==> src/rtl/prio_grant_arbiter.sv <==
// Four-requester grant arbiter: fixed priority (highest index wins) with hold limit,
// forced-release masking and a one-cycle turnaround. Define PRIO_ARB_ROUND_ROBIN_EN for round-robin search.
module prio_grant_arbiter #(
   parameter int N_REQ    = 4,
   parameter int IDX_W    = 2,
   parameter int MAX_HOLD = 16
) (
   input  logic             clk,
   input  logic             rst,
   input  logic [N_REQ-1:0] req,
   output logic [N_REQ-1:0] gnt,
   output logic [IDX_W-1:0] gnt_idx,
   output logic             gnt_valid,
   output logic             timeout
);

   typedef enum logic [1:0] {
      S_IDLE    = 2'd0,
      S_GRANT   = 2'd1,
      S_RECOVER = 2'd2
   } state_t;

   localparam logic [7:0] HOLD_LAST = 8'(MAX_HOLD - 1);

`ifdef PRIO_ARB_ROUND_ROBIN_EN
   // Descending search starting just below the previous owner, wrapping 0 -> N_REQ-1.
   function automatic logic [IDX_W-1:0] pick_winner(input logic [N_REQ-1:0] eff,
                                                    input logic [IDX_W-1:0] last);
      logic [IDX_W-1:0] cand;
      logic [IDX_W-1:0] w;
      logic             found;
      w     = last;
      found = 1'b0;
      for (int k = 1; k <= N_REQ; k++) begin
         cand = last - IDX_W'(k);
         if (!found && eff[cand]) begin
            w     = cand;
            found = 1'b1;
         end
      end
      return w;
   endfunction
`else
   // Priority encoder: highest set bit wins.
   function automatic logic [IDX_W-1:0] pick_winner(input logic [N_REQ-1:0] eff);
      logic [IDX_W-1:0] w;
      w = '0;
      for (int i = 0; i < N_REQ; i++) begin
         if (eff[i]) begin
            w = IDX_W'(i);
         end
      end
      return w;
   endfunction
`endif

   state_t           state_q,   state_d;
   logic [N_REQ-1:0] gnt_q,     gnt_d;
   logic             valid_q,   valid_d;
   logic             timeout_q, timeout_d;
   logic [7:0]       hold_q,    hold_d;
   logic [N_REQ-1:0] mask_q,    mask_d;
   // last_idx doubles as gnt_idx: it holds the owner's index through release.
   logic [IDX_W-1:0] last_q,    last_d;

   logic [N_REQ-1:0] eff_s;
   logic [N_REQ-1:0] mask_set_s;
   logic [IDX_W-1:0] win_s;

   // Next-state and registered-output computation.
   always_comb begin
      state_d    = state_q;
      gnt_d      = gnt_q;
      valid_d    = valid_q;
      timeout_d  = 1'b0;
      hold_d     = hold_q;
      last_d     = last_q;
      mask_set_s = '0;
      eff_s      = req & ~mask_q;
`ifdef PRIO_ARB_ROUND_ROBIN_EN
      win_s      = pick_winner(eff_s, last_q);
`else
      win_s      = pick_winner(eff_s);
`endif
      case (state_q)
         S_IDLE: begin
            if (|eff_s) begin
               gnt_d   = N_REQ'(1'b1) << win_s;
               valid_d = 1'b1;
               hold_d  = 8'd0;
               last_d  = win_s;
               state_d = S_GRANT;
            end else begin
               gnt_d   = '0;
               valid_d = 1'b0;
            end
         end
         S_GRANT: begin
            if (!req[last_q]) begin
               gnt_d   = '0;
               valid_d = 1'b0;
               state_d = S_RECOVER;
            end else if (hold_q == HOLD_LAST) begin
               gnt_d              = '0;
               valid_d            = 1'b0;
               timeout_d          = 1'b1;
               mask_set_s[last_q] = 1'b1;
               state_d            = S_RECOVER;
            end else begin
               hold_d = (hold_q == 8'hFF) ? hold_q : hold_q + 8'd1;
            end
         end
         S_RECOVER: begin
            gnt_d   = '0;
            valid_d = 1'b0;
            state_d = S_IDLE;
         end
         default: begin
            gnt_d   = '0;
            valid_d = 1'b0;
            state_d = S_IDLE;
         end
      endcase
      // A requester's mask drops on any edge where it is not requesting.
      mask_d = (mask_q & req) | mask_set_s;
   end

   // State and output registers, asynchronously cleared.
   always_ff @(posedge clk or posedge rst) begin
      if (rst) begin
         state_q   <= S_IDLE;
         gnt_q     <= '0;
         valid_q   <= 1'b0;
         timeout_q <= 1'b0;
         hold_q    <= 8'd0;
         mask_q    <= '0;
         last_q    <= '0;
      end else begin
         state_q   <= state_d;
         gnt_q     <= gnt_d;
         valid_q   <= valid_d;
         timeout_q <= timeout_d;
         hold_q    <= hold_d;
         mask_q    <= mask_d;
         last_q    <= last_d;
      end
   end

   assign gnt       = gnt_q;
   assign gnt_idx   = last_q;
   assign gnt_valid = valid_q;
   assign timeout   = timeout_q;

endmodule

==> config.mk <==
export PLATFORM = sky130hd
export DESIGN_NAME = prio_grant_arbiter
export DESIGN_NICKNAME = d
export VERILOG_FILES = /design/src/rtl/prio_grant_arbiter.sv
export SDC_FILE = /design/constraint.sdc
export NUM_CORES = 1
export LEC_CHECK = 0
export CAP_MARGIN = 20
export CORE_ASPECT_RATIO = 0.8
export CORE_MARGIN = 3
export CORE_UTILIZATION = 53
export DETAILED_ROUTE_END_ITERATION = 16
export GPL_TIMING_DRIVEN = 1
export MAX_ROUTING_LAYER = met4
export PLACE_DENSITY = 0.77
export SLEW_MARGIN = 20
export SYNTH_ARGS = -nofsm -noshare
export SYNTH_HDL_FRONTEND = slang
export SYNTH_SLANG_ARGS = --single-unit
==> constraint.sdc <==
create_clock -name clk -period 2.4 [get_ports clk]
set_input_delay 0.24 -clock clk [delete_from_list [all_inputs] [get_ports clk]]
set_output_delay 0.24 -clock clk [all_outputs]
set_load 0.005 [all_outputs]
Yosys cells after proc, flatten, opt, wreduce, memory -nomap -nowiden
Cells that the tools add are included.
W data, S select, Z words.
Operators by class
  add/subtract/negate cells: 1
  reduce and logical (&&, ||, !) cells: 7
  equal/unequal tests: 8
  bitwise gates (word level): 4
  order comparisons: 2
  multiplexer cells: 30
  shifts and indexed selects: 1
Operators by type and width (number)
  $mux W8: 4
  $mux W4: 6
  $pmux W8 S2: 1
  $mux W2: 5
  $mux W1: 9
  $add A8 B1 Y8 const B: 1
  $and A4 B4 Y4: 2
  $eq A8 B4 Y1 const B: 1
  $eq A8 B8 Y1 const B: 1
  $ne A2 B2 Y1 const B: 4
  $pmux W4 S2: 1
  $reduce_and A5 Y1: 1
  $not A4 Y4: 1
  $or A4 B4 Y4: 1
  $pmux W2 S2: 1
  $reduce_and A2 Y1: 2
  $reduce_or A4 Y1: 1
  $shl A1 B2 Y4 const A: 1
  $lt A2 B3 Y1 const B: 1
  $ne A3 B3 Y1 const B: 1
  $bmux W1 S2: 1
  $demux W1 S2: 1
  $eq A2 B1 Y1 const B: 1
  $ge A2 B1 Y1 const B: 1
  other kinds (4): 4
Storage, ports and cells
  output and inout bits: 8
  bits of input ports: 6
  bits in registers: 22

Logic depth before layout (Yosys ltp)
Gate-level depths: netlist of run 1.
  depth after elaboration: 8
  gate-level depth with buffers: 7
  mapped depth without buffers: 6

Worst setup path after synthesis of run 1
No wires, ideal clock.
  path type: reg-to-reg
  from: register hold_q[0]
  to: register hold_q[1]
  path buffers: 0
  clock period less this slack: 1731 ps
  arrival: 1651 ps
  path slack: 669 ps
  cell stages (with the launch flop): 7
  required time: 2321 ps
  setup time: 79 ps
  cells stage by stage: dfrtp_1 ha_1 and3_1 a221oi_1 a21oi_1 nor3_4 mux2i_1
On the way
  word-level cells in the longest chain between the ends: 5
  elaborated cells on any way between the ends: 10
  classes of those cells: 1 x add/sub; 4 x eq/ne; 4 x mux; 1 x reduce/logical
RTL lines
  start, declared: RTL line 61  | logic [7:0] hold_q, hold_d;
  start signal, assigned: RTL line 143  | hold_q <= hold_d;
  $add A8 B1 Y8: RTL line 110  | hold_d = (hold_q == 8'hFF) ? hold_q : hold_q + 8'd1;
  $mux W8: RTL line 110
  $mux W8: RTL line 103  | end else if (hold_q == HOLD_LAST) begin
  $mux W8: RTL line 99  | if (!req[last_q]) begin
  $pmux W8 S2: RTL line 85  | case (state_q)
Parallel ways exist; a longest one is shown, timed or not. The select of a mux whose other input is x is not followed.
A chain may end at the register's enable or synchronous reset.

Final worst setup path of run 1
Ends and elaborated chain as after synthesis.

==> reports/metrics.yaml, run 1 <==
outcome: "finished, final reports clean"
drt-initial-drc-count: 55
r2r-end: "hold_q[1]"
syn2layout_area_growth_pct: 18.19
setup_viol: 0
ctsHoldBuffers: 0
final_layout_size_suffix_gt1_share_pct: 6.107
grt_antenna_before_repair: 0
syn_nets: 123
start_util_pct: 57.47
grt_first_pass_wirelength_um: 3912
slowest_delay_ns: 0.45
ir_drop_uv: 807.0
final_nets: 139
portBuffers: 13
cts.sinks: 22
worstSkewPairLatency_ns: 0.31
p_leak_nw: 0.5857
h-tree-depth: 1
cp_slowest_cell: "dfrtp_1"
finalMaxSlewViolations: 0
totalWireLength_um: 2397
rrSetupSlack_ns: 0.41
worst_pin_slew_ns: 0.8247
fin_crit_ns: 1.986
dieWidth_um: 57.11
final_util_pct: 67.92
grt_pass1_vias: 825
cts_buffers: 3
hold_violations: 0
dieArea_sq_um: 2677
post_cts_resized: 0
drt_first_pass_iters: 4
dpl.hpwl_um: 1734
fillCellCount: 159
required_ns: 2.64
worstSetupEndpointType: "flop"
rsz0062_at_grt: "false"
worst-setup-path-type: "reg -> reg"
vias: 922
post-route-period-util_pct: 82.76
finalSetupTns_ns: 0
synth_cells: 116
cts.path.max_buffers: 2
cp-start-kind: "flop"
postCtsSetupBuffers: 0
yosysUniqueCellTypes: 30
clk_pin_slew_ns: 0.12
slew_headroom_pct: 44.96
drc: 0
r2r_cells: 6
n_antenna_cell: 0
total_power_mw: 1.349
critPathArrivalTime_ns: 2.23
drv_cap: 0
cts_tree: "built"
cp_max_fo: 8
antenna_left: 0
cts-root-buf: "clkbuf_4"
netlist_area_sq_um: 1107
ys_warn_count: 0
yosysSeqAreaShare_pct: 49.72
rows: 14
skew_ns: 0.0005836
fmax_ghz: 0.5035
fp.coreArea_sq_um: 1927
overflow: 0
dp_slack_ns: 0.4408
grt_usage_pct: 20.04
syn_area_per_cell_sq_um: 9.546
wl_per_cell_um: 15.46
fin_ws_ns: 0.4137
gp_congestion: 0.8775
cp_cell_sequence: "ha_1, and3_1, a221oi_1, a21oi_1, nor3_4, mux2i_1"
grt_max_degree: 23
viasPerCell: 5.948
reg2reg_from: "hold_q[0]"
io_pins: 14
synth-seq-cells: 22
fp.dieH_um: 46.88
power_density_nw_per_um2: 1031
hold_class: "in -> async"
-- sequential cells by signal, indices dropped and copies added, names as in the netlist --
signal / flops
gnt: 4
state_q: 2
gnt_idx: 2
timeout: 1
mask_q: 4
hold_q: 8
gnt_valid: 1
-- cell families (layout without fill, tap and decap cells) --
logic type                 after synthesis  in the layout  share of synthesized area [%]
AOI/OAI and AO/OA                       32             32                          20.11
adders and majority gates                1              1                          1.130
buffers and inverters                   10             25                          3.729
DFF                                     22             22                          49.72
muxes                                    3              3                          2.712
and+or+nand+nor                         48             48                          22.60
-- area by class of cell --
type                       instances  area, sq um  share of cell area (%)
clock inverter                     1        30.03                   2.294
sequential                        22        550.5                   42.06
inverter                           8        30.03                   2.294
tap                               24        30.03                   2.294
timing repair buffer              13        130.1                   9.943
multi-input combinational         84        515.5                   39.39
clock buffer                       3        22.52                   1.721
-- worst max-delay path: cells and delay by family, from the launching register on --
kind,cells,cell delay [ns]
simple gates,2,0.58
mux,1,0.24
flops,1,0.45
compound gates,2,0.39
fa+ha+maj,1,0.25
-- synth_stat cells --
cell type	instances	share of area, %
o21ai_0	8	3.6
o21a_1	1	0.68
a221oi_1	1	0.79
nand2b_1	6	3.4
nand3_1	5	2.3
ha_1	1	1.1
a32o_1	3	2.7
nand4_1	1	0.57
nor3_4	1	1.5
dfrtp_1	22	50
inv_1	8	2.7
nor2b_1	2	1.1
mux2i_1	3	2.7
a211oi_2	1	1.1
buf_4	1	0.68
nor4_1	3	1.7
clkbuf_1	1	0.34
and2_1	2	1.1
nor2_1	4	1.4
a22o_1	1	0.79
nand2_1	20	6.8
a21oi_1	7	3.2
o221ai_1	1	0.79
and3_1	2	1.1
or2_2	1	0.57
a31oi_1	4	2.3
o31ai_1	1	0.68
and4bb_1	1	1.1
a41oi_2	1	1.5
a21o_1	3	2.0
-- report_power, final --
group | internal, mW | switching, mW | total [mW]
combinational | 0.232 | 0.283 | 0.516
clock | 0.169 | 0.114 | 0.282
sequential | 0.449 | 0.102 | 0.551
total | 0.850 | 0.499 | 1.35
-- metrics by stage --
step           hold WS, ns  area, sq um  cells
2_1_floorplan       0.2292         1107    116
3_3_place_gp        0.4574         1256    151
3_5_place_dp        0.4761         1256    151
4_1_cts             0.4014         1309    155
5_1_grt             0.4334         1309    155
6_report            0.3758         1309    155
-- worst max path at each step --
stage,start,end,slack (ns),cells after the start
after global placement,req[2],hold_q[3],0.50,6
after detailed placement,hold_q[0],hold_q[1],0.44,6
after floorplan,hold_q[0],hold_q[1],0.67,6
after global routing,hold_q[0],hold_q[1],0.34,6
final,hold_q[0],hold_q[1],0.41,6
after CTS,hold_q[0],hold_q[1],0.43,6
-- metal layers --
metal | track usage, % | routed length, um | share of wire (%) | vias to the layer above
li1 | - | - | - | 443
met5 | - | 0 | 0 | -
met1 | 28.30 | 1224 | 51 | 439
met2 | 28.02 | 992 | 41 | 36
met4 | 4.630 | 23 | 0.96 | 0
met3 | 6.319 | 156 | 6.5 | 4
-- placed cells by master (no fill, tap or decap) --
master and n:
nor2_1 4, and3_1 2, a41oi_2 1, and2_1 2, o31ai_1 1, nor3_4 1
and4bb_1 1, o221ai_1 1, or2_2 1, nor4_1 3, a21oi_1 7, nand3_1 5
dfrtp_1 22, nand2b_1 6, clkbuf_4 3, a211oi_2 1, o21ai_0 8, nand4_1 1
mux2i_1 3, a21o_1 3, a31oi_1 4, ha_1 1, nand2_1 20, a32o_1 3
clkdlybuf4s50_1 13, nor2b_1 2, a221oi_1 1, a22o_1 1, o21a_1 1, inv_1 8
bufinv_16 1
(Power assumes the default switching activity.)
==> run 2: changes to the inputs <==
==> constraint.sdc (replaced) <==
create_clock -name clk -period 1.84 [get_ports clk]
set_input_delay 0.184 -clock clk [delete_from_list [all_inputs] [get_ports clk]]
set_output_delay 0.184 -clock clk [all_outputs]
set_load 0.005 [all_outputs]
==> reports/metrics.yaml, run 2 (synthesis results as in run 1) <==
fp.dieH_um: 46.88  # unchanged
regMostFlops: "hold_q"  # unchanged
cts.path.max_buffers: 2  # unchanged
n_antenna_cell: 0  # unchanged
combPwrFrac_pct: 46.8  # was 38.2%
final_cell_area_sq_um: 1404  # was 1309 sq um
h-tree-depth: 1  # unchanged
viasPerCell: 6.104  # was 5.948
worstSetupEndpointType: "flop"  # unchanged
critPathArrivalTime_ns: 2.00  # was 2.23 ns
drc: 0  # unchanged
cp_max_fo: 4  # was 8
hold_class: "in -> async"  # unchanged
io_pins: 14  # unchanged
dpl.hpwl_um: 1835  # was 1734 um
intPower_mw: 1.128  # was 0.8500 mW
slowest_delay_ns: 0.40  # was 0.45 ns
portBuffers: 13  # unchanged
cts_buffers: 3  # unchanged
grt_max_degree: 23  # unchanged
cp-start-kind: "flop"  # unchanged
cts-root-buf: "clkbuf_4"  # unchanged
power_density_nw_per_um2: 1289  # was 1031 nW/um^2
antenna_left: 0  # unchanged
largest_register_ffs: 8  # unchanged
layout_common_cells: "dfrtp_1, nand2_1, clkdlybuf4s50_1"  # unchanged
grt_antenna_before_repair: 0  # unchanged
p_leak_nw: 0.6284  # was 0.5857 nW
met3_usage_pct: 5.769  # was 6.319%
met2_usage_pct: 30.75  # was 28.02%
dp_cells: 158  # was 151
pwr-share-seq_pct: 38.3  # was 40.9%
fp.coreArea_sq_um: 1927  # unchanged
post-route-period-util_pct: 95.45  # was 82.76%
outcome: "finished, final reports clean"  # unchanged
worst-setup-path-type: "reg -> reg"  # unchanged
gp_congestion: 0.9370  # was 0.8775
slew_headroom_pct: 76.01  # was 44.96%
fmax_ghz: 0.5694  # was 0.5035 GHz
fin_crit_ns: 1.756  # was 1.986 ns
drv_cap: 0  # unchanged
final_layout_size_suffix_gt1_share_pct: 17.14  # was 6.107%
busiest_layer: "met2"  # was met1
start_util_pct: 57.47  # unchanged
hold_violations: 0  # unchanged
cp_slowest_cell: "dfrtp_1"  # unchanged
grt_first_pass_wirelength_um: 4015  # was 3912 um
clk_pin_slew_ns: 0.12  # about the same
grt_usage_pct: 20.65  # was 20.04%
finalSetupTns_ns: 0  # unchanged
cp_cell_sequence: "ha_1, and3_4, a221oi_2, a21oi_2, nor3_4, buf_6, mux2i_1"  # was ha_1, and3_1, a221oi_1, a21oi_1, nor3_4, mux2i_1
totalWireLength_um: 2652  # was 2397 um
final_nets: 148  # was 139
rows: 14  # unchanged
final_common_cell: "dfrtp_1"  # unchanged
vias: 1001  # was 922
power_switching_mw: 0.6826  # was 0.4993 mW
grt_pass1_vias: 880  # was 825
dieArea_sq_um: 2677  # unchanged
finalMaxSlewViolations: 0  # unchanged
worstSkewPairLatency_ns: 0.32  # was 0.31 ns
post_dp_cell_area_sq_um: 1309  # was 1256 sq um
drt-initial-drc-count: 59  # was 55
cts.sinks: 22  # unchanged
wl_per_cell_um: 16.17  # was 15.46 um
setup_viol: 0  # unchanged
worst_pin_slew_ns: 0.3593  # was 0.8247 ns
syn2layout_area_growth_pct: 26.78  # was 18.19%
p_sw_share_pct: 37.71  # was 37.01%
drt_first_pass_iters: 4  # unchanged
dieWidth_um: 57.11  # unchanged
instances_no_fill: 164  # was 155
ctsHoldBuffers: 0  # unchanged
cts_tree: "built"  # unchanged
ir_drop_uv: 1060  # was 807.0 uV
clkPwrFrac_pct: 14.9  # was 20.9%
overflow: 0  # unchanged
met1_usage_pct: 28.18  # was 28.30%
required_ns: 2.09  # was 2.64 ns
skew_ns: 0.003692  # was 0.0005836 ns
[run 2: cell types whose count changed in the layout (fill, tap and decap cells not counted), sizes merged]
| cell | delta |
|---|---|
| clkbuf | +1 |
| bufinv | -1 |
| buf | +9 |
[run 2: stage by stage]
step	hold WS, ns	setup WS [ns]	util (%)	power (mW)
after floorplan	0.1732	0.1093	-	1.152
after global placement	0.4570	0.02647	67.92	1.405
after detailed placement	0.4644	0.01518	67.92	1.418
after CTS	0.1954	0.02858	70.58	1.740
after global routing	0.2068	-0.02790	72.86	1.924
final	0.1931	0.08363	72.86	1.810
[run 2: final timing paths]
check                           startpoint         end  slack, ns  depth (start not counted)
worst max-delay path             hold_q[0]   hold_q[1]       0.08                          7
worst min-delay path                   rst   mask_q[3]       0.19                          3
worst max register to register   hold_q[0]   hold_q[1]       0.08                          7
worst min register to register   mask_q[1]   mask_q[1]       0.49                          2
max in group asynchronous              rst  gnt_idx[0]       1.43                          3
min in group clk                    req[1]   mask_q[1]       0.48                          3
[run 2: per-layer routing]
layer | routed length (um) | part of all wire [%]
met1 | 1258 | 47
met2 | 1144 | 43
met3 | 212 | 8.0
met4 | 37 | 1.4
met5 | 0 | 0
[run 2: cell type report]
type	instances	area [sq um]
Clock buffer	4	36.28
Timing Repair Buffer	22	205.2
Fill cell	143	523.0
Tap cell	24	30.03
Multi-Input combinational cell	84	551.8
Inverter	8	30.03
Sequential cell	22	550.5
[run 2: worst max-delay path, delay by kind of cell (launching register included)]
| family | cells | cell delay [ns] |
|---|---|---|
| flip-flops | 1 | 0.40 |
| AND/OR/NAND/NOR | 2 | 0.40 |
| AO/OA/AOI/OAI | 2 | 0.36 |
| adder cells (fa/ha/maj) | 1 | 0.22 |
| multiplexers | 1 | 0.17 |
| buffers and inverters | 1 | 0.14 |
[run 2: what timing repair did]
item,4_1_cts,5_1_grt
endpoints found under the setup margin,1,8
setup buffers,2,0
pin swaps,1,3
hold endpoints to repair,0,0
resized for setup,0,11
[run 2: power by group through the flow]
stage	Combinational (mW)	Sequential, mW	Clock, mW
final	0.847	0.694	0.269
after global routing	0.916	0.710	0.299
after CTS	0.771	0.690	0.279
after detailed placement	0.719	0.699	0
after global placement	0.709	0.696	0
after floorplan	0.449	0.703	0
==> run 3: changes to the inputs <==
--- a/config.mk
+++ b/config.mk
@@ -13,6 +13,7 @@
 export GPL_TIMING_DRIVEN = 1
 export MAX_ROUTING_LAYER = met4
 export PLACE_DENSITY = 0.77
+export SETUP_SLACK_MARGIN = 0.1
 export SLEW_MARGIN = 20
 export SYNTH_ARGS = -nofsm -noshare
 export SYNTH_HDL_FRONTEND = slang
==> reports/metrics.yaml, run 3 (synthesis results as in run 1) <==
post-route-period-util_pct: 93.98  # was 95.45%
worstSkewPairLatency_ns: 0.32  # about the same
power_density_nw_per_um2: 1286  # was 1289 nW/um^2
fp.coreArea_sq_um: 1927  # unchanged
viasPerCell: 6.091  # was 6.104
finalMaxSlewViolations: 0  # unchanged
cp_cell_sequence: "mux2i_1, a21o_1, a21oi_1, and2_1, or2_2"  # was ha_1, and3_4, a221oi_2, a21oi_2, nor3_4, buf_6, mux2i_1
start_util_pct: 57.47  # unchanged
drv_cap: 0  # unchanged
n_antenna_cell: 0  # unchanged
multi_input_area_sq_um: 616.8  # was 551.8 sq um
slew_headroom_pct: 74.95  # was 76.01%
cp_top_family: "simple AND/OR/NAND/NOR gates"  # was flip-flops
critPathArrivalTime_ns: 1.94  # was 2.00 ns
cts_buffers: 3  # unchanged
layout_common_cells: "dfrtp_1, nand2_1, clkdlybuf4s50_1"  # unchanged
overflow: 0  # unchanged
gp_congestion: 0.9370  # unchanged
portBuffers: 13  # unchanged
syn2layout_area_growth_pct: 33.45  # was 26.78%
required_ns: 2.05  # was 2.09 ns
hold_violations: 0  # unchanged
grt_max_degree: 23  # unchanged
cp_max_fo: 7  # was 4
dpl.hpwl_um: 1835  # unchanged
final_layout_size_suffix_gt1_share_pct: 23.40  # was 17.14%
cts-root-buf: "clkbuf_4"  # unchanged
grt_usage_pct: 21.14  # was 20.65%
worst_pin_slew_ns: 0.3749  # was 0.3593 ns
rsz0062_at_grt: "true"
drc: 0  # unchanged
ctsHoldBuffers: 0  # unchanged
regMostFlops: "hold_q"  # unchanged
final_util_pct: 76.69  # was 72.86%
fillCellCount: 134  # was 143
dieWidth_um: 57.11  # unchanged
final_common_cell: "dfrtp_1"  # unchanged
grt_pass1_vias: 893  # was 880
grt_first_pass_wirelength_um: 4105  # was 4015 um
drt-initial-drc-count: 39  # was 59
drt_first_pass_iters: 4  # unchanged
fp.dieH_um: 46.88  # unchanged
totalWireLength_um: 2822  # was 2652 um
dieArea_sq_um: 2677  # unchanged
cp_slowest_cell: "dfrtp_2"  # was dfrtp_1
cp-start-kind: "flop"  # unchanged
cts_tree: "built"  # unchanged
slowest_delay_ns: 0.47  # was 0.40 ns
hold_class: "in -> async"  # unchanged
h-tree-depth: 1  # unchanged
antenna_left: 0  # unchanged
finalSetupTns_ns: 0  # unchanged
p_leak_nw: 0.6381  # was 0.6284 nW
outcome: "finished, final reports clean"  # unchanged
final_nets: 149  # was 148
clk_pin_slew_ns: 0.13  # was 0.12 ns
largest_register_ffs: 8  # unchanged
seq_area_sq_um: 551.8  # was 550.5 sq um
cp.buffers_inverters: 0  # was 1
rows: 14  # unchanged
worst-setup-path-type: "reg -> reg"  # unchanged
ir_drop_uv: 1103  # was 1060 uV
skew_ns: 0.008482  # was 0.003692 ns
setup_viol: 0  # unchanged
fmax_ghz: 0.5783  # was 0.5694 GHz
cts.path.max_buffers: 2  # unchanged
fin_crit_ns: 1.729  # was 1.756 ns
worstSetupEndpointType: "flop"  # unchanged
cts.sinks: 22  # unchanged
io_pins: 14  # unchanged
wl_per_cell_um: 17.10  # was 16.17 um
vias: 1005  # was 1001
grt_antenna_before_repair: 0  # unchanged
[run 3: area by class of cell]
type / instances / share of cell area [%]
tap: 24 / 2.032
clock buffer: 4 / 2.456
inverter: 8 / 2.032
multi-input combinational: 84 / 41.74
timing repair buffer: 23 / 14.39
sequential: 22 / 37.34
[run 3: routing by layer]
layer	GRT usage, %	up-vias	routed length, um
met5	-	-	0
met4	5.556	0	31
met3	6.319	6	211
met2	30.75	45	1277
met1	28.86	488	1302
li1	-	466	-
[run 3: power by group]
part / total [mW] / internal (mW) / switching, mW
combinational: 0.917 / 0.438 / 0.479
clock: 0.273 / 0.121 / 0.152
sequential: 0.710 / 0.588 / 0.122
total: 1.90 / 1.15 / 0.753
[run 3: worst min-delay path, stage by stage]
cell	delay [ns]
clkdlybuf4s50_1	0.40
inv_1	0.05
buf_4	0.27
[run 3: repair_timing]
item | in CTS | in global routing
pin swaps | 1 | 4
resized for setup | 5 | 16
endpoints found under the setup margin | 8 | 11
setup buffers | 2 | 1
[run 3: worst paths after layout]
path                       startpoint         end  slack (ns)  cells past startpoint
max in group asynchronous         rst  gnt_idx[1]        1.42                      3
setup / recovery           gnt_idx[1]  state_q[0]        0.11                      5
hold reg to reg             mask_q[1]   mask_q[1]        0.49                      2
setup reg to reg           gnt_idx[1]  state_q[0]        0.11                      5
hold / removal                    rst   hold_q[3]        0.19                      3
min in group clk               req[1]   mask_q[1]        0.49                      3
[run 3: per-stage QoR]
step | setup slack [ns] | hold slack, ns | total power, mW | instances | instance area, sq um
final | 0.1107 | 0.1895 | 1.900 | 165 | 1478
after detailed placement | 0.01518 | 0.4644 | 1.418 | 158 | 1309
after global placement | 0.02647 | 0.4570 | 1.405 | 158 | 1309
after CTS | 0.1032 | 0.1954 | 1.758 | 164 | 1383
after global routing | 0.006036 | 0.2059 | 2.010 | 165 | 1478
after floorplan | 0.1093 | 0.1732 | 1.152 | 116 | 1107
==> RTL edit 1, RTL diff (config.mk and constraints of run 2) <==
Register the output `timeout` once more, without a reset; this adds one clock of latency there. The other outputs are not delayed to match.
--- a/src/rtl/prio_grant_arbiter.sv
+++ b/src/rtl/prio_grant_arbiter.sv
@@ -149,7 +149,9 @@
    assign gnt       = gnt_q;
    assign gnt_idx   = last_q;
    assign gnt_valid = valid_q;
-   assign timeout   = timeout_q;
+   always_ff @(posedge clk) begin
+      timeout <= timeout_q;
+   end
 
 endmodule
 
Behaviour: same outputs for any inputs over 10 cycles, from zero or initial values and one cycle with rst high; that may be too few to reach the edited logic, so the function may still have changed.
==> RTL edit 1 against run 2 <==
Synthesized cell count shrank 1.7%; fmax fell by 0.27%; critical path type unchanged; wire length rose by 5.5%; combinational power up 1%; setup slack worse by 0.0048 ns; sequential cell count rose by 1; die area is 6.2% higher; total power decreased by 0.10%; cell count did not move; area after synthesis increased by 7.0%; count of clock-buffer cells in the layout stayed put; design area increased by 4.3%; worst hold slack gained 0.0090 ns.
==> RTL edit 1: results <==
[timing]
fin_worst_skew_ns = 0.007973
min_period_ns = 1.761
hold_ws_ns = 0.2021
worstMarginPinSlew_ns = 0.3976

[placement]
gp_congestion = 1.018
placed_area_mm2 = 0.001420
pre_cts_ws_ns = -0.1238
dp.final_hpwl_um = 2037

[synthesis]
ys_warn_count = 0
synth_area_leaders = "dfrtp_1 46%, nand2_1 3.8%, o21ai_0 3.4%, nand3_1 3.0%, nor2b_1 2.6%"
synth_cell_types = 42
synth-seq-area-share_pct = 48.15
synthArstFlopShare_pct = 95.65
syn_nets = 121
synthTopCellsByCount = "22 x dfrtp_1, 12 x nand2_1, 8 x o21ai_0, 7 x nand3_1, 7 x nor2_1"
syn_avg_cell_area_um2 = 10.39

[clocking]
post_cts_buffers = 0
clkSlewWorstSetupHoldPaths_ns = 0.12
cts-buffers-inserted = 3
cts_root_buf = "clkbuf_4"
clock_latency_ns = 0.31
htree_levels = 1
cts_max_path_buffers = 2

[min_path]
min_path_type = "input port to asynchronous set/reset pin"

[cells_and_area]
antenna_cells = 0
final_cells = 164
largest_reg_flops = 8
top_register = "hold_q"
drive_above_1_share_pct = 19.29
fin_nets = 148

[setup_path]
cp.arrival_ns = 1.93
slowest_delay_ns = 0.47
crit_end = "hold_q[6]"
rr_worst_depth = 6
cp_top_family = "simple AND/OR/NAND/NOR gates"
rr_endpoint = "hold_q[6]"
critical_path.max_fanout = 7
path_class = "flop to flop"
crit_path_top_delay_cell = "or4_1"
reg2reg_slack_ns = 0.08

[power]
p_leak_uw = 0.0006519
vdd_ir_drop_max_uv = 931.3
powerDensity_mw_per_mm2 = 1235

[global_routing]
track_usage_pct = 23.03
grt_pass1_vias = 954
antenna_found_initial = 0
grt_max_degree = 23
grt_first_pass_wirelength_um = 4629

[drt]
viasPerCell = 6.232
first_iter_violations = 48
avgRoutedWirePerCell_um = 17.06
firstDrtPassIters = 6

[run_status]
status = "finished, final reports clean"
RTL edit 1: cell count changes in the layout (fill, tap and decap cells not counted), sizes merged, moves of 3 or more:
cell           run 2  this run
nor2               4         7
a21o               3         0
a21oi              7         1
inv                8         3
nand2b             6         3
nand2             20        12
nor2b              2         5
buf                9        13
RTL edit 1: repair_timing:
| item | CTS | global route |
|---|---|---|
| endpoints found under the hold margin | 0 | 0 |
| resized for setup | 0 | 3 |
| setup endpoints to repair | 0 | 7 |
RTL edit 1: worst min-delay path, stage by stage:
cell and delay, ns:
clkdlybuf4s50_1 0.40, inv_1 0.05, buf_4 0.27
RTL edit 1: layout make-up:
class / count / area, um^2
clock buffers: 4 / 26.28
multi-input cells: 84 / 598.1
fillers: 158 / 533.0
well taps: 24 / 30.03
repair buffers: 26 / 227.7
flip-flops and latches: 23 / 570.5
inverters: 3 / 11.26
RTL edit 1: kinds of logic after synthesis:
group | count (synthesis) | synth area share [%]
buffers and inverters | 7 | 3.062
AND/OR/NAND/NOR | 48 | 22.18
AO/OA/AOI/OAI | 30 | 20.17
adder cells (fa/ha/maj) | 1 | 1.056
multiplexers | 5 | 5.385
flip-flops | 23 | 48.15
RTL edit 1: per-layer routing:
| layer | wire length, um | global-route usage, % | up-vias |
|---|---|---|---|
| met5 | 0 | - | - |
| met4 | 28 | 6.335 | 0 |
| met3 | 261 | 5.556 | 4 |
| met2 | 1246 | 35.68 | 55 |
| met1 | 1262 | 30.53 | 481 |
| li1 | - | - | 482 |
RTL edit 1: power by group:
| part | total [uW] | switching (uW) | internal (uW) |
|---|---|---|---|
| logic | 858 | 421 | 437 |
| clock network | 226 | 142 | 84.6 |
| registers | 725 | 120 | 605 |
==> RTL edit 2, RTL diff (config.mk and constraints of run 2) <==
Without the edit above. `MAX_HOLD`: 16 -> 8.
--- a/src/rtl/prio_grant_arbiter.sv
+++ b/src/rtl/prio_grant_arbiter.sv
@@ -3,7 +3,7 @@
 module prio_grant_arbiter #(
    parameter int N_REQ    = 4,
    parameter int IDX_W    = 2,
-   parameter int MAX_HOLD = 16
+   parameter int MAX_HOLD = 8
 ) (
    input  logic             clk,
    input  logic             rst,
Behaviour: not the same (Yosys sat finds a counterexample within 10 cycles, from zero or initial values and one cycle with rst high).
==> RTL edit 2 against run 2 <==
Area after synthesis rose by 4.0%; wire length rose by 1.4%; first-iteration DRC count rose by 12%; total power fell by 1.0%; setup slack got worse by 0.014 ns; design area rose by 3.6%; sequential cell count did not move; critical endpoint is now hold_q[4].
==> RTL edit 2: results <==
[run_status]
status = "finished, final reports clean"

[placement]
pre_cts_ws_ns = -0.1065
gp_congestion = 0.9044
port_buffers = 13
placed_area_mm2 = 0.001404
dp.final_hpwl_um = 1982

[global_routing]
grt_first_pass_wirelength_um = 4188
track_usage_pct = 21.34
antenna_found_initial = 0
grt_max_degree = 23

[drt]
viasPerCell = 6.000
firstDrtPassIters = 4
totalWireLength_um = 2690
first_iter_violations = 66

[timing]
hold_ws_ns = 0.1858
relSlewSlack_pct = 67.43
fin_worst_skew_ns = 0.006071

[synthesis]
synth_area_leaders = "dfrtp_1 48%, nand2_1 5.2%, mux2i_1 4.3%, nor2b_1 3.3%, a22o_1 3.0%"
synthArstFlopShare_pct = 100.0
syn_nets = 117
synth_cell_types = 36
synth-seq-area-share_pct = 47.83
synthTopCellsByCount = "22 x dfrtp_1, 16 x nand2_1, 8 x nor2_1, 7 x o21ai_0, 6 x nor2b_1"

[setup_path]
rr_endpoint = "hold_q[4]"
rr_startpoint = "state_q[0]"
cp.arrival_ns = 2.01
slowest_delay_ns = 0.45
reg2reg_slack_ns = 0.07
critical_path.max_fanout = 7
crit_path_top_delay_cell = "nor4b_1"
rr_worst_depth = 4

[cells_and_area]
drive_above_1_share_pct = 20.14
antenna_cells = 0
n_fill_cell = 145
largest_reg_flops = 8
fin_nets = 147

[power]
vdd_ir_drop_max_uv = 930.4
p_int_uw = 1129
p_leak_uw = 0.0006394

[clocking]
cts_max_path_buffers = 2
post_cts_buffers = 0
htree_levels = 1
cts_root_buf = "clkbuf_4"
clock_latency_ns = 0.31
-- RTL edit 2: changes by cell type after synthesis, moves of 3 or more --
cell,run 2,this run
a21o_1,3,0
a21oi_1,7,2
a22o_1,1,4
inv_1,8,4
nand2_1,20,16
nand2b_1,6,1
nor2_1,4,8
nor2b_1,2,6
-- RTL edit 2: worst max-delay path by stage --
stage	start	endpoint	slack (ns)	cells past startpoint
finish	state_q[0]	hold_q[4]	0.07	4
global route	state_q[0]	hold_q[4]	-0.007	4
CTS	state_q[0]	hold_q[3]	0.07	4
detailed placement	req[2]	hold_q[3]	-0.11	5
global placement	req[2]	hold_q[3]	-0.02	5
floorplan	gnt_idx[0]	hold_q[6]	0.16	4
-- RTL edit 2: cell type report --
class | count | area, um^2 | share of cell area, %
repair buffers | 26 | 227.7 | 15.66
well taps | 24 | 30.03 | 2.065
clock buffers | 4 | 36.28 | 2.496
inverters | 4 | 15.01 | 1.033
flip-flops and latches | 22 | 550.5 | 37.87
multi-input cells | 83 | 594.3 | 40.88
-- RTL edit 2: routing by layer --
| layer | wire (um) | share of wire (%) | track usage (%) | vias up |
|---|---|---|---|---|
| met2 | 1215 | 45 | 34.23 | 39 |
| met1 | 1266 | 47 | 28.67 | 470 |
| li1 | - | - | - | 465 |
| met3 | 185 | 6.9 | 4.852 | 4 |
| met5 | 0 | 0 | - | - |
| met4 | 23 | 0.86 | 2.778 | 0 |
-- RTL edit 2: repair_timing --
item,4_1_cts,5_1_grt
setup endpoints to repair,1,1
resized for setup,1,2
gates cloned,0,0
-- RTL edit 2: worst max-delay path, delay by kind of cell, from the launching register on --
family	cells	cell delay [ns]
simple gates	2	0.87
flops	1	0.43
mux	1	0.23
compound gates	1	0.18
-- RTL edit 2: power by group through the flow --
stage          registers, uW  clock network (uW)  logic [uW]
2_1_floorplan            675                   0         503
3_3_place_gp             679                   0         801
3_5_place_dp             683                   0         824
4_1_cts                  672                 278         834
5_1_grt                  690                 299         908
6_report                 674                 272         846
-- RTL edit 2: cell families (layout without fill, tap and decap cells) --
family | count (synthesis) | count (layout) | synth area share, %
and+or+nand+nor | 48 | 48 | 21.96
AOI/OAI and AO/OA | 27 | 27 | 20.11
DFF | 22 | 22 | 47.83
muxes | 7 | 7 | 7.283
buffers and inverters | 5 | 34 | 1.738
adders and majority gates | 1 | 1 | 1.087
-- RTL edit 2: stage by stage --
stage / std cells / total power, uW
after floorplan: 110 / 1177
after global placement: 159 / 1480
after detailed placement: 159 / 1507
after CTS: 163 / 1784
after global routing: 163 / 1897
final: 163 / 1792
